[config.mk]
export PLATFORM = sky130hd
export DESIGN_NAME = traffic_interval_timer
export DESIGN_NICKNAME = d
export VERILOG_FILES = /design/src/rtl/traffic_pkg.sv /design/src/rtl/bcd_plus.sv /design/src/rtl/traffic_interval_timer.sv
export SDC_FILE = /design/constraint.sdc
export NUM_CORES = 1
export LEC_CHECK = 0
export CAP_MARGIN = 0
export CORE_UTILIZATION = 55
export DETAILED_ROUTE_END_ITERATION = 7
export PLACE_DENSITY = 0.81
export SKIP_CTS_REPAIR_TIMING = 1
export SYNTH_ARGS = -nofsm -noshare
export SYNTH_HDL_FRONTEND = slang
export SYNTH_SLANG_ARGS = --single-unit
[constraint.sdc]
create_clock -name clk -period 4.51 [get_ports clk]
set_input_delay 0.451 -clock clk [delete_from_list [all_inputs] [get_ports clk]]
set_output_delay 0.451 -clock clk [all_outputs]
set_load 0.02 [all_outputs]
[src/rtl/traffic_pkg.sv]
// Shared definitions for the road-light timing stage and its controllers:
// timer state encoding, default BCD intervals, BCD byte type and light colours.
package traffic_pkg;

    typedef logic [7:0] bcd8_t;

    typedef enum logic [1:0] {
        RUN_SHORT = 2'd0,
        RUN_LONG  = 2'd1,
        EXPIRED   = 2'd2
    } timer_state_e;

    typedef enum logic [1:0] {
        LIGHT_RED    = 2'd0,
        LIGHT_YELLOW = 2'd1,
        LIGHT_GREEN  = 2'd2
    } light_color_e;

    localparam bcd8_t T_GREEN  = 8'h30;
    localparam bcd8_t T_YELLOW = 8'h05;

endpackage

[src/rtl/bcd_plus.sv]
// Combinational 2-digit BCD incrementer {tens, ones}; saturates at 99.
module bcd_plus
    import traffic_pkg::*;
(
    input  bcd8_t bcd_i,
    output bcd8_t bcd_o
);

    logic [3:0] tens;
    logic [3:0] ones;

    assign tens = bcd_i[7:4];
    assign ones = bcd_i[3:0];

    always_comb begin
        bcd_o = bcd_i;
        if (bcd_i == 8'h99) begin
            bcd_o = 8'h99;
        end else if (ones >= 4'd9) begin
            bcd_o = {tens + 4'd1, 4'd0};
        end else begin
            bcd_o = {tens, ones + 4'd1};
        end
    end

endmodule

[src/rtl/traffic_interval_timer.sv]
// Start-pulse interval timer: prescaled seconds counted in BCD, short/long flags.
// Optional `hold` input when TRAFFIC_TIMER_HOLD_EN is defined.
module traffic_interval_timer
    import traffic_pkg::*;
#(
    parameter int unsigned TICKS_PER_SEC = 8,
    parameter bcd8_t       T_SHORT       = T_YELLOW,
    parameter bcd8_t       T_LONG        = T_GREEN
) (
    input  logic       clk,
    input  logic       rst,
`ifdef TRAFFIC_TIMER_HOLD_EN
    input  logic       hold,
`endif
    input  logic       start,
    output logic       timeout,
    output logic       Timeout,
    output logic       sec_tick,
    output logic [7:0] elapsed_bcd
);

    localparam int unsigned PW = (TICKS_PER_SEC > 1) ? $clog2(TICKS_PER_SEC) : 1;
    localparam logic [PW-1:0] PRE_MAX = PW'(TICKS_PER_SEC - 1);

    timer_state_e  state_q, state_d;
    logic [PW-1:0] pre_q, pre_d;
    bcd8_t         elapsed_q, elapsed_d;
    bcd8_t         elapsed_inc;
    logic          timeout_q, timeout_d;
    logic          Timeout_q, Timeout_d;
    logic          tick_q, tick_d;
    logic          hold_w;
    logic          advance;
    logic          terminal;

`ifdef TRAFFIC_TIMER_HOLD_EN
    assign hold_w = hold;
`else
    assign hold_w = 1'b0;
`endif

    bcd_plus u_bcd_plus (
        .bcd_i (elapsed_q),
        .bcd_o (elapsed_inc)
    );

    assign advance  = (state_q != EXPIRED) && !hold_w;
    assign terminal = advance && (pre_q == PRE_MAX);

    always_ff @(posedge clk) begin
        if (rst) begin
            state_q   <= RUN_SHORT;
            pre_q     <= '0;
            elapsed_q <= '0;
            timeout_q <= 1'b0;
            Timeout_q <= 1'b0;
            tick_q    <= 1'b0;
        end else begin
            state_q   <= state_d;
            pre_q     <= pre_d;
            elapsed_q <= elapsed_d;
            timeout_q <= timeout_d;
            Timeout_q <= Timeout_d;
            tick_q    <= tick_d;
        end
    end

    always_comb begin
        state_d = state_q;
        if (start) begin
            state_d = RUN_SHORT;
        end else if (terminal) begin
            if (state_q == RUN_SHORT && elapsed_inc == T_SHORT) begin
                state_d = RUN_LONG;
            end else if (state_q == RUN_LONG && elapsed_inc == T_LONG) begin
                state_d = EXPIRED;
            end
        end
    end

    // Flags are set on the same edge that the matching second is counted.
    always_comb begin
        pre_d     = pre_q;
        elapsed_d = elapsed_q;
        timeout_d = timeout_q;
        Timeout_d = Timeout_q;
        tick_d    = 1'b0;
        if (start) begin
            pre_d     = '0;
            elapsed_d = '0;
            timeout_d = 1'b0;
            Timeout_d = 1'b0;
        end else if (terminal) begin
            pre_d     = '0;
            tick_d    = 1'b1;
            elapsed_d = elapsed_inc;
            if (state_q == RUN_SHORT && elapsed_inc == T_SHORT) begin
                timeout_d = 1'b1;
            end
            if (state_q == RUN_LONG && elapsed_inc == T_LONG) begin
                Timeout_d = 1'b1;
            end
        end else if (advance) begin
            pre_d = pre_q + PW'(1);
        end
    end

    assign timeout     = timeout_q;
    assign Timeout     = Timeout_q;
    assign sec_tick    = tick_q;
    assign elapsed_bcd = elapsed_q;

endmodule

==> qor.csv <==
metric,value,unit
status,"complete, no violations",
hpwl,1.38,mm
wire_per_inst,15.1,um
min_path_type,reg -> reg,
yosys_warnings,0,
required,4.66,ns
synthMuxAreaShare,3.39,%
synth_seq_area_share,36.2,%
coreArea,1510,um2
io_pins,14,
synth_fa_ha_area_share,9.90,%
yosys.area_share.simple,27.9,%
cts_tree,yes,
tns,0,ns
slew_viol_final,0,
initial_core_util,58.7,%
dpl-instance-area,1020,um2
die-area,1770,um2
vias,835,
worst-setup-path-type,reg -> reg,
powerDensity,218,nW/um2
fin_skew,0.00161,ns
setup.worst_path.start_class,register,
viasPerCell,6.37,
design_area,1040,um2
drv_cap,0,
synth_ff_type,dfxtp_1,
drt_iter0_markers,28,
synth_cell_types,37,
synth_edf_count,0,
cts_htree_levels,1,
final.min_clock_period,2.63,ns
synthTopCellsByCount,"16 x dfxtp_1, 11 x nor2_1, 7 x a21oi_1, 7 x ha_1",
yosys.area.top_type_share,36.2,%
fin_hold_ws,0.471,ns
ant_nets,0,
path_clk_slew,0.09,ns
fmax,0.381,GHz
worstPathArrival,2.77,ns
synth_area_leaders,"dfxtp_1 36%, ha_1 9.9%, nor2_1 4.7%",
antennaDiodeCount,0,
yosys.area_share.xor_xnor,1.98,%
fp-row-count,14,
p_leak,0.405,nW
drive_gt1_share,6.09,%
grt_overflow,0,
io_buffer_count,13,
post-synth-top-area-cell,dfxtp_1,
area.growth.synth_to_final,17.7,%
numCtsBuffers,3,
syn-mean-instance-area,8.59,um2
grt_pass1_wl,3.39,mm
worst_slew_pin_slew,0.663,ns
clock_latency,0.30,ns
clock-sinks,16,
hold_violations,0,
final_nets,127,
worst-path-max-fanout,5,
die_w,42.1,um
synthCells,103,
clockBufferDepth,2,
synth_nets,113,
final_cells,131,
wirelength,1.97,mm
relSlewSlack,55.2,%
dpl_worst_slack,2.05,ns
synth_most_common_cell,dfxtp_1,
drtPass1Iterations,5,
synth-compound-area-share,16.7,%
antenna_found_initial,0,
rsz0062_at_grt,false,
async_flop_share,0,%
root_buffer,clkbuf_4,
dp_cells,128,
setup_slack,1.88,ns
fillers,121,
track_usage,25.4,%
synth_top_family_by_area,simple AND/OR/NAND/NOR gates,
fp.dieH,42.1,um
place_congestion,0.897,
grt_start_max_net_pins,14,
finalCritPeriodShare,58.3,%
drc_errors,0,
final-setup-viol-count,0,
grt_pass1_vias,777,
cp-end-kind,register,
synth_seq_cells,16,
peakVddDrop,0.000174,V
synth_area,885,um2
[sequential cells by signal (all words and copies together) (netlist names)]
register	flops
timeout	1
pre_q	3
state_q	2
Timeout	1
sec_tick	1
elapsed_bcd	8
[layout make-up]
class	instances	area (um2)	area share [%]
Timing Repair Buffer	13	130	12.5
Multi-Input combinational cell	78	529	50.8
Inverter	5	18.8	1.80
Sequential cell	16	320	30.8
Clock buffer	3	22.5	2.16
Tap cell	16	20.0	1.92
[power by group]
part	internal [mW]	switching, mW	leakage [nW]	total (mW)
registers	0.142	0.000656	0.129	0.143
logic	0.00321	0.00388	0.262	0.00708
clock network	0.0312	0.0462	0.0138	0.0773
total	0.176	0.0507	0.405	0.227
[placed cells by master (no fill, tap or decap), drive strengths merged, types with 2 or more instances in the layout]
master	netlist	routed
a211oi	3	3
a21oi	7	7
a31oi	2	2
and2	4	4
clkbuf	3	3
clkdlybuf4s50	0	13
dfxtp	16	16
ha	7	7
inv	5	5
mux2i	3	3
nand2	6	6
nand2b	3	3
nand4b	3	3
nor2	11	11
nor3	6	6
o21ai	4	4
or4	2	2
[worst paths after layout]
kind         cells after the start                       to  slack, ns                   startpoint
max                              7  state_q[0]$_SDFFE_PP0P_       1.88  elapsed_bcd[1]$_SDFFE_PP0P_
min                              2     timeout$_SDFFE_PP0P_       0.47         timeout$_SDFFE_PP0P_
max reg2reg                      7  state_q[0]$_SDFFE_PP0P_       1.88  elapsed_bcd[1]$_SDFFE_PP0P_
min reg2reg                      2     timeout$_SDFFE_PP0P_       0.47         timeout$_SDFFE_PP0P_
[worst max-delay path: stages, from the launching register on]
cell       delay (ns)
dfxtp_1          0.39
inv_1            0.09
ha_1             0.23
or3b_4           0.42
a2111oi_0        0.48
a21oi_1          0.08
nor4b_1          0.59
o22ai_1          0.20
[logic make-up (layout without fill, tap and decap cells)]
group,Yosys count,in the layout
flip-flops,16,16
AO/OA/AOI/OAI,23,23
AND/OR/NAND/NOR,43,43
buffers and inverters,9,21
multiplexers,3,3
XOR/XNOR,2,2
adder cells (fa/ha/maj),7,7
[routing by layer]
metal	track usage, %	up-vias	part of all wire [%]
met4	11.3	0	2.7
li1	-	397	-
met2	41.3	40	47
met1	31.5	389	44
met5	0	-	0
met3	6.90	9	6.2
[stage by stage]
step	utilization (%)	power (mW)
2_1_floorplan	-	0.150
3_3_place_gp	67.6	0.153
3_5_place_dp	67.6	0.153
4_1_cts	69.1	0.228
5_1_grt	69.1	0.236
6_report	69.1	0.227
No activity file was read; power rests on OpenSTA's default activity.
==> RTL edit 1: new RTL, config.mk and constraints unchanged <==
Remove the register `tick_q`: a continuous assignment takes its place, so the output `sec_tick` follows one clock earlier.
--- a/src/rtl/traffic_interval_timer.sv
+++ b/src/rtl/traffic_interval_timer.sv
@@ -56,3 +56,2 @@
             Timeout_q <= 1'b0;
-            tick_q    <= 1'b0;
         end else begin
@@ -63,5 +62,6 @@
             Timeout_q <= Timeout_d;
-            tick_q    <= tick_d;
         end
     end
+
+    assign tick_q = tick_d;
 
Behaviour: not the same (Yosys sat finds a counterexample within 10 cycles, from zero or initial values).
==> RTL edit 1 against the unedited design <==
  * Wire length rose by 4.2%
  * Non-clock buffer count unchanged
  * Sequential cell count is 1 lower
  * Critical path depth shrank 2
  * Total power decreased by 4.7%
  * Core utilization is 1.4 points higher
  * Area after synthesis grew 3.4%
  * Register-to-register slack better by 420 ps
  * Sequential power shrank 6%
  * Synthesized cell count increased by 7.8%
  * First-iteration DRC count rose by 39%
  * Die area rose by 3.2%
  * Setup slack gained 250 ps
  * Design area up 3.2%
  * Critical endpoint is now sec_tick
  * Largest cell class unchanged
  * Largest power group unchanged
==> RTL edit 1: results (changes against the unedited design) <==
* Setup WS pre-CTS at 2330 ps (was 2050 ps)
* Routing usage on met2 at 43.0% (was 41.3%)
* Routability congestion estimate at 1.03 (was 0.897)
* Max FO, Critical Path at 6 (was 5)
* Worst path slowest cell: clkdlybuf4s50_1 (was nor4b_1)
* DR WL/cell at 14.7 um (was 15.1 um)
* Met1 usage at 32.5% (was 31.5%)
* Met1 WL at 965 um (was 877 um)
* Post-Syn Nets at 121 (was 113)
* Worst-Skew Late Latency at 280 ps (was 300 ps)
* Post-synthesis sequential area ratio at 32.8% (was 36.2%)
* Commonest cells post-synth: nor2_1 (16), dfxtp_1 (15), a21oi_1 (10), nand2_1 (9) (was dfxtp_1 (16), nor2_1 (11), a21oi_1 (7), ha_1 (7))
* DP HPWL at 1500 um (was 1380 um)
* Share of layout cells above drive strength 1 at 4.84% (was 6.09%)
* Fmax at 420 MHz (was 381 MHz)
* Maximum vdd drop at 0.234 mV (was 0.174 mV)
* Met2 wire length at 941 um (was 920 um)
* Grt met3 use at 7.66% (was 6.90%)
* Total Routing Usage GR at 25.8% (was 25.4%)
* Pin count of the biggest net entering global routing at 16 (was 14)
* Worst path max stage delay at 610 ps (was 590 ps)
* DRT Pass-1 Iters at 4 (was 5)
* Psw at 45.9 uW (was 50.7 uW)
* Status: finished clean (unchanged)
* Synth area leaders: dfxtp_1 (33%), ha_1 (9.6%), nor2_1 (6.6%) (was dfxtp_1 (36%), ha_1 (9.9%), nor2_1 (4.7%))
* DR iter-0 viols at 39 (was 28)
* Average cell area after synthesis at 8.24 um^2 (was 8.59 um^2)
RTL edit 1: cell types whose count changed after synthesis, moves of 3 or more:
cell,unedited run,this run
a21oi_1,7,10
nand2_1,6,9
nor2_1,11,16
nor3_1,6,1
RTL edit 1: area by class of cell:
type,count,area (um^2)
fillers,119,449
well taps,16,20.0
flip-flops and latches,15,300
repair buffers,13,130
inverters,7,26.3
clock buffers,4,26.3
multi-input cells,85,572
RTL edit 1: cell families (layout without fill, tap and decap cells):
group	after synthesis	count (layout)	synth area share [%]
xor gates and xnor gates	1	1	0.958
AOI/OAI and AO/OA	27	27	21.3
and+or+nand+nor	49	49	29.5
adders and majority gates	7	7	9.58
buffers and inverters	11	24	4.65
muxes	1	1	1.09
DFF	15	15	32.8
RTL edit 1: power groups by stage:
stage               clock [uW]  sequential, uW  combinational (uW)
floorplan                    0             137                3.98
global placement             0             137                6.09
detailed placement           0             137                6.36
CTS                       78.8             134                6.44
global route              83.0             134                7.23
finish                    76.3             134                6.34
==> RTL edit 2: new RTL, same flow settings <==
Made on the original files. Add a define of `TRAFFIC_TIMER_HOLD_EN`.
--- a/src/rtl/traffic_interval_timer.sv
+++ b/src/rtl/traffic_interval_timer.sv
@@ -2,2 +2,4 @@
 // Optional `hold` input when TRAFFIC_TIMER_HOLD_EN is defined.
+`define TRAFFIC_TIMER_HOLD_EN
+
 module traffic_interval_timer
Interface: changed (added hold); port bits go from 14 to 15. No check against the original RTL was run, so the function may have changed too.
==> RTL edit 2 against the unedited design <==
  * Area after synthesis rose by 3.5%
  * Total power rose by 8.5%
  * Design area rose by 5.6%
  * Setup slack improved by 440 ps
  * Wire length rose by 2.7%
  * Sequential cell count did not move
  * Largest power group unchanged
==> RTL edit 2: results (changes against the unedited design) <==
* Status: finished clean (unchanged)
* Mux cell area share after synthesis at 1.09% (was 3.39%)
* Post-Syn Nets at 114 (was 113)
* Via density per instance at 6.25 (was 6.37)
* Compound-cell area share of the yosys netlist at 18.4% (was 16.7%)
* Port buffer count at 14 (was 13)
* Netlist cell types at 36 (was 37)
* DP HPWL at 1480 um (was 1380 um)
* Vias post-DR at 838 (was 835)
* Placed insts at 130 (was 128)
* Max FO, Critical Path at 6 (was 5)
* LEAKAGE at 0.000373 uW (was 0.000405 uW)
* Adder-cell share of the synthesized area at 9.56% (was 9.90%)
* Routability congestion estimate at 0.910 (was 0.897)
* Min Hold Slack at 478 ps (was 471 ps)
* XOR/XNOR Fraction of Synth Area at 2.87% (was 1.98%)
* Worst path slowest cell: dfxtp_1 (was nor4b_1)
* Total Routing Usage GR at 25.6% (was 25.4%)
* Hold EP: Timeout (was timeout)
* Skew final at 1.04 ps (was 1.61 ps)
* DR WL/cell at 15.1 um (about the same)
* DR iter-0 viols at 12 (was 28)
* Arr. time, crit path at 2370 ps (was 2770 ps)
* DRT Pass-1 Iters at 4 (was 5)
* Reg2reg setup slack at 2330 ps (was 1880 ps)
* Setup WS pre-CTS at 2220 ps (was 2050 ps)
* Worst-margin pin slew at 734 ps (was 663 ps)
* Hold Path Origin: Timeout (was timeout)
* Cell Area, Placed at 1060 um^2 (was 1020 um^2)
* Hold path depth at 1 (was 2)
* Share of layout cells above drive strength 1 at 6.78% (was 6.09%)
* Commonest cells post-synth: dfxtp_1 (16), a21oi_1 (9), ha_1 (7), nor2_1 (7) (was dfxtp_1 (16), nor2_1 (11), a21oi_1 (7), ha_1 (7))
* Fill count at 132 (was 121)
* Worst path max stage delay at 430 ps (was 590 ps)
* Comb pwr share at 3.4% (was 3.1%)
* Vias in the first global route at 774 (was 777)
* Maximum vdd drop at 0.206 mV (was 0.174 mV)
-- RTL edit 2: cell count changes in the layout (fill, tap and decap cells not counted), moves of 3 or more --
cell,before,now
and4_1,0,4
and2_1,3,0
nor2_1,11,7
nand2b_1,3,0
-- RTL edit 2: final cells by class --
cell class	count	area [um^2]	area share [%]
Inverter	5	18.8	1.71
Timing Repair Buffer	14	140	12.7
Sequential cell	16	320	29.1
Clock buffer	4	36.3	3.30
Tap cell	16	20.0	1.82
Multi-Input combinational cell	79	564	51.3
-- RTL edit 2: per-layer routing --
metal | up-vias | track usage [%] | part of all wire (%)
met3 | 5 | 3.83 | 4.7
met1 | 387 | 36.5 | 49
li1 | 420 | - | -
met2 | 26 | 37.6 | 45
met5 | - | 0 | 0
met4 | 0 | 11.9 | 1.7
-- RTL edit 2: metrics by stage --
stage / total power, uW / utilization [%]
floorplan: 150 / -
global placement: 154 / 69.8
detailed placement: 154 / 69.8
CTS: 249 / 72.2
global route: 255 / 72.2
finish: 246 / 72.2
